**config.mk**
```make
export PLATFORM = sky130hd
export DESIGN_NAME = wb_port_arbiter
export DESIGN_NICKNAME = d
export VERILOG_FILES = /design/src/rtl/wb_arb_pkg.sv /design/src/rtl/wb_starve_cnt.sv /design/src/rtl/wb_port_arbiter.sv
export SDC_FILE = /design/constraint.sdc
export NUM_CORES = 1
export LEC_CHECK = 0
export ABC_AREA = 1
export ABC_CLOCK_PERIOD_IN_PS = 1710
export CORE_MARGIN = 2
export CORE_UTILIZATION = 43
export CTS_BUF_LIST = sky130_fd_sc_hd__clkbuf_8
export CTS_CLUSTER_SIZE = 10
export DETAILED_ROUTE_END_ITERATION = 10
export PLACE_DENSITY = 0.83
export SYNTH_ARGS = -nofsm -noshare
export SYNTH_HDL_FRONTEND = slang
export SYNTH_SLANG_ARGS = --single-unit
```
**constraint.sdc**
```tcl
create_clock -name Clk -period 1.71 [get_ports Clk]
set_input_delay 0.171 -clock Clk [delete_from_list [all_inputs] [get_ports Clk]]
set_output_delay 0.171 -clock Clk [all_outputs]
set_load 0.005 [all_outputs]
```
**src/rtl/wb_arb_pkg.sv**
```systemverilog
// wb_arb_pkg: shared widths, default starvation limit and source-select encoding for the writeback port arbiter.
package wb_arb_pkg;
    localparam int REG_NUM_W        = 3;
    localparam int DATA_W           = 8;
    localparam int STARVE_LIMIT_DEF = 4;
    typedef enum logic [1:0] {SEL_NONE, SEL_PIPE, SEL_AUX, SEL_AUX_FORCED} sel_t;
endpackage

```
**src/rtl/wb_starve_cnt.sv**
```systemverilog
// wb_starve_cnt: saturating count of consecutive denied aux-request cycles; at_limit flags a due forced grant.
module wb_starve_cnt
    import wb_arb_pkg::*;
#(
    parameter int LIMIT = STARVE_LIMIT_DEF
) (
    input  logic Clk,
    input  logic Reset,
    input  logic inc,
    input  logic clr,
    output logic at_limit
);
    localparam logic [3:0] LIM = 4'(LIMIT);
    logic [3:0] cnt;
    always_ff @(posedge Clk)
        if (Reset || clr) cnt <= '0;
        else if (inc && !at_limit) cnt <= cnt + 4'd1;
    assign at_limit = cnt == LIM;
endmodule

```
**src/rtl/wb_port_arbiter.sv**
```systemverilog
// wb_port_arbiter: shares the register-file write port between the pipeline writeback and an aux requester.
// WB_STARVE_GUARD_EN enables the starvation guard (forced aux grant plus pipeline stall); otherwise strict pipeline priority.
module wb_port_arbiter
    import wb_arb_pkg::*;
#(
    parameter int STARVE_LIMIT = STARVE_LIMIT_DEF
) (
    input  logic                 Clk,
    input  logic                 Reset,
    input  logic                 EX_WB_RegWrite,
    input  logic [REG_NUM_W-1:0] EX_WB_Write_Reg_Num,
    input  logic [DATA_W-1:0]    EX_WB_ALUResult,
    input  logic                 Aux_Req,
    input  logic [REG_NUM_W-1:0] Aux_Reg_Num,
    input  logic [DATA_W-1:0]    Aux_Data,
    output logic                 Aux_Grant,
    output logic                 Pipe_Stall,
    output logic                 RF_WriteEn,
    output logic [REG_NUM_W-1:0] RF_Write_Reg_Num,
    output logic [DATA_W-1:0]    RF_Write_Data
);
    sel_t sel;
    if (STARVE_LIMIT < 1 || STARVE_LIMIT > 15) begin : g_bad_limit
        $error("STARVE_LIMIT must be in 1..15");
    end
`ifdef WB_STARVE_GUARD_EN
    logic at_limit;
    wb_starve_cnt #(.LIMIT(STARVE_LIMIT)) u_cnt (
        .Clk     (Clk),
        .Reset   (Reset),
        .inc     (Aux_Req && !Aux_Grant),
        .clr     (!Aux_Req || Aux_Grant),
        .at_limit(at_limit)
    );
    always_comb
        sel = Reset                  ? SEL_NONE :
              (Aux_Req && at_limit)  ? SEL_AUX_FORCED :
              EX_WB_RegWrite         ? SEL_PIPE :
              Aux_Req                ? SEL_AUX : SEL_NONE;
    // The stalled pipeline write is re-presented next cycle and wins because the counter has cleared.
    assign Pipe_Stall = sel == SEL_AUX_FORCED && EX_WB_RegWrite;
`else
    always_comb
        sel = Reset          ? SEL_NONE :
              EX_WB_RegWrite ? SEL_PIPE :
              Aux_Req        ? SEL_AUX : SEL_NONE;
    assign Pipe_Stall = 1'b0;
`endif
    assign Aux_Grant = sel == SEL_AUX || sel == SEL_AUX_FORCED;
    always_ff @(posedge Clk)
        if (Reset) begin
            RF_WriteEn       <= 1'b0;
            RF_Write_Reg_Num <= '0;
            RF_Write_Data    <= '0;
        end else begin
            RF_WriteEn <= sel != SEL_NONE;
            if (sel == SEL_PIPE) begin
                RF_Write_Reg_Num <= EX_WB_Write_Reg_Num;
                RF_Write_Data    <= EX_WB_ALUResult;
            end else if (Aux_Grant) begin
                RF_Write_Reg_Num <= Aux_Reg_Num;
                RF_Write_Data    <= Aux_Data;
            end
        end
endmodule

```
# [After elaboration in Yosys (flattened, before gate mapping)]
# Index checks and enable logic that the tools add are counted.
# W data, S select, Z words.
[word_totals] ff_bits=12 elab_cells=16 input_bits=26 output_inout_bits=14
[classes] n_reduce_logical=3 eq_ne=3 muxes=7
[ops] op="$mux W8" count=2
[ops] op="$mux W2" count=3
[ops] op="$mux W3" count=2
[ops] op="$eq A2 B2 Y1 const B" count=2
[ops] op="$reduce_bool A2 Y1" count=2
[ops] op="$eq A2 B1 Y1 const B" count=1
[ops] op="$logic_or A1 B1 Y1" count=1

# [Logic depth before layout (Yosys ltp)]
[depth] ltp_word=7 depth_mapped=6 ltp_nobuf=5

# [Worst setup path after synthesis]
# OpenSTA, ideal clock, no wires.
[synth_path] kind="input-to-reg" startpoint="input port Reset" endpoint="register RF_Write_Data[2]" setup_ns=0.124 arrival_time_ns=0.665 n_path_buf=1 path_stages=5 slack_ns=0.921 t_required_ns=1.586 path_cell_list="inv_2 > buf_2 > nand3_1 > nand3_2 > a21oi_2"
[synth_via] elab_chain_cells=4 word_cells_on_any_way=7 classes_between="eq/ne: 3; mux: 2; reduce/logical: 2"
[synth_rtl] element="from (decl)" line_no="wb_port_arbiter.sv:9" source="input logic Reset,"
[synth_rtl] element="$mux W2" line_no="wb_port_arbiter.sv:44" source="sel = Reset ? SEL_NONE :"
[synth_rtl] element="$eq A2 B2 Y1" line_no="wb_port_arbiter.sv:49" source="assign Aux_Grant = sel == SEL_AUX || sel == SEL_AUX_FORCED;"
[synth_rtl] element="$logic_or A1 B1 Y1" line_no="wb_port_arbiter.sv:49"
[synth_rtl] element="$reduce_bool A2 Y1 (no line)"
[synth_rtl] element="to (signal assigned)" line_no="wb_port_arbiter.sv:59" source="RF_Write_Data <= EX_WB_ALUResult;"
[synth_rtl] element="to (signal assigned)" line_no="wb_port_arbiter.sv:62" source="RF_Write_Data <= Aux_Data;"
[synth_rtl] element="to (decl)" line_no="wb_port_arbiter.sv:20" source="output logic [DATA_W-1:0] RF_Write_Data"
# Parallel ways exist; a longest one is shown, timed or not.
# A chain may end at the register's enable or synchronous reset.

# [Worst setup path in the final report]
[layout_path] startpoint="input port Aux_Req" endpoint="output port Aux_Grant"
[layout_via] elab_chain_cells=5 word_cells_on_any_way=6 classes_between="eq/ne: 2; mux: 3; reduce/logical: 1"
[layout_rtl] element="from (decl)" line_no="wb_port_arbiter.sv:13" source="input logic Aux_Req,"
[layout_rtl] element="$mux W2 *" line_no="wb_port_arbiter.sv:46" source="Aux_Req ? SEL_AUX : SEL_NONE;"
[layout_rtl] element="$mux W2 *" line_no="wb_port_arbiter.sv:45" source="EX_WB_RegWrite ? SEL_PIPE :"
[layout_rtl] element="$mux W2 *" line_no="wb_port_arbiter.sv:44"
[layout_rtl] element="$eq A2 B2 Y1" line_no="wb_port_arbiter.sv:49"
[layout_rtl] element="$logic_or A1 B1 Y1 *" line_no="wb_port_arbiter.sv:49"
[layout_rtl] element="to (decl)" line_no="wb_port_arbiter.sv:16" source="output logic Aux_Grant,"
# Every way passes the cells marked *; elsewhere a longest branch is shown, timed or not.

==> results.txt <==
Pleak -> 0.5527 nW
Worst Setup Start Kind -> input port
vias per inst -> 4.904
critical path type -> in2out
synth top area cells -> dfxtp_1 (31%), nand3_1 (15%), nand3_2 (12%)
Hold Path Class -> reg2reg
initial drt markers -> 14
flop2flop setup slack -> 1.06 ns
area of the mapped netlist -> 780.7 µm²
Sinks on Clock Net -> 12
clk_lat worst skew -> 0.24 ns
H-tree lvl count -> 1
vias in the first global route -> 828
Max Cap Violations -> 0
syn nets -> 129
PostCTS Resize Cnt -> 0
via count -> 819
sw frac -> 0.2523
WHS Endpoint -> RF_Write_Reg_Num[1]
combinational fraction of design power -> 0.263
Crit Reg-Reg Endpoint -> RF_Write_Data[5]
RSZ-0062 raised after global routing -> no
I/O pin cnt -> 40
Max Slew Vio Count -> 0
clock root cell -> clkbuf_8
yosys warns -> 0
largest net degree at the start of global routing -> 24
CTS tree -> done
Syn Inst Count -> 103
Setup Buffers After CTS -> 0
Critical Path Fanout Max -> 2
P_int -> 0.6322 mW
filler cell count -> 136
count of input and output buffers -> 38
wirelength, routed -> 1907 µm
first-pass GRT wire length -> 3105 µm
final core utilization -> 0.7099
Setup TNS Final -> 0 ns
row count -> 15
CTS buffer count -> 3
WL per Instance -> 11.42 µm
crit path DAT -> 1.34 ns
Placer Congestion -> 0.7161
core area -> 0.001708 mm²
clock period minus worst slack -> 1.512 ns
Yosys reg bits -> 12
starting density of the core -> 0.4571
CP Data Required Time -> 1.54 ns
diode count -> 0
Syn Area/Cell -> 7.580 µm²
# hold bufs at CTS -> 0
Clock transition at path regs -> 0.05 ns
clock share of power -> 0.369
DIE AREA -> 0.002172 mm²
sequential-to-total area share from yosys stat -> 0.3077
Tot GR Track Use -> 0.1995
Die Wd -> 46.61 µm
Reg-to-Reg Start -> RF_Write_Data[5]
crit end category -> output pin
DRT Pass-1 Iters -> 4
DRC -> 0
Yosys cell types -> 15
Area growth, synth to finish -> 55.29%
Peak VDD IR -> 0.5113 mV
net switching power -> 0.2133 mW
status -> completed
hold wc startpoint -> RF_Write_Reg_Num[1]
Final Cycle Share -> 0.8841
CTS Buffer Depth -> 2
fmax -> 661.5 MHz
global route overflow -> 0
layout cells sized above 1 -> 0.2183
Fin. Hold Viols -> 0
Register-to-Register Path Depth -> 2
Post-DRT Antenna Nets -> 0
# setup viols final -> 0
sequential power share -> 0.368
Total Nets Final -> 169
hold slack -> 0.4927 ns
setup skew after layout -> 0 ns
share of the synthesized area in the top cell type -> 0.3077
HPWL Detailed -> 1406 µm
area taken by flip-flops and latches -> 240.2 µm²
initial antenna violation count -> 0
multi-input combinational cell area -> 381.6 µm²
PD cells -> 697.3 mW/mm²
area leader, netlist -> dfxtp_1
die height -> 46.61 µm
hold path depth -> 2
power groups by stage:
stage	clock (mW)	sequential [mW]	combinational (mW)
global route	0.331	0.314	0.243
global placement	0	0.317	0.217
finish	0.312	0.311	0.222
CTS	0.313	0.312	0.224
detailed placement	0	0.317	0.222
floorplan	0	0.318	0.113
layout by cell type (no fill, tap or decap), drive strengths merged:
master	n
a21oi	11
inv	23
nor2	1
nand2	14
clkbuf	4
dfxtp	12
conb	1
buf	5
nand3	33
clkdlybuf4s50	38
per-layer routing:
layer / vias up / part of all wire / global-route usage
li1: 398 / - / -
met1: 380 / 0.38 / 0.2150
met2: 39 / 0.54 / 0.3556
met3: 2 / 0.082 / 0.06275
met4: 0 / 0.0052 / 0.08333
met5: - / 0 / 0
flip-flops by register name, summed over array words and instances (netlist names):
register and count:
RF_WriteEn 1, RF_Write_Data 8, RF_Write_Reg_Num 3
synth_stat cells:
| cell | number |
|---|---|
| nand3_1 | 24 |
| inv_1 | 22 |
| dfxtp_1 | 12 |
| nand2_1 | 11 |
| a21oi_2 | 9 |
| nand3_2 | 9 |
| buf_2 | 3 |
| nand2_4 | 3 |
| a21oi_1 | 2 |
| buf_4 | 2 |
| buf_6 | 2 |
| buf_12 | 1 |
| conb_1 | 1 |
| inv_2 | 1 |
| nor2_1 | 1 |
worst max-delay path: stages:
cell and delay [ns]:
clkdlybuf4s50_1 0.51, nand2_4 0.06, nor2_1 0.09, clkdlybuf4s50_1 0.51
worst max-delay path by stage:
stage,to,cells after the start,start
floorplan,RF_Write_Data[2],5,Reset
global placement,RF_Write_Reg_Num[1],7,Reset
detailed placement,RF_Write_Data[0],7,Reset
CTS,Aux_Grant,4,Aux_Req
global route,Aux_Grant,4,Aux_Req
finish,Aux_Grant,4,Aux_Req
final cells by class:
cell class	count	share of cell area
Clock buffer	4	0.04541
Inverter	23	0.07121
Multi-Input combinational cell	60	0.3148
Sequential cell	12	0.1981
Tap cell	25	0.02580
Timing Repair Buffer	43	0.3447
cells by family after synthesis:
family          synth area share
other cells             0.004803
buf+inv                   0.2035
simple gates              0.3702
flops                     0.3077
compound gates            0.1138
stage by stage:
| step | cell area (µm²) | worst slack (ns) | total power [mW] | instances |
|---|---|---|---|---|
| after floorplan | 780.7 | 0.9207 | 0.4314 | 103 |
| final | 1212 | 0.1983 | 0.8455 | 167 |
| after CTS | 1212 | 0.1899 | 0.8487 | 167 |
| after global placement | 1157 | 0.1731 | 0.5341 | 163 |
| after detailed placement | 1157 | 0.1117 | 0.5391 | 163 |
| after global routing | 1212 | 0.1521 | 0.8884 | 167 |
Power figures use the tool's default switching activity.
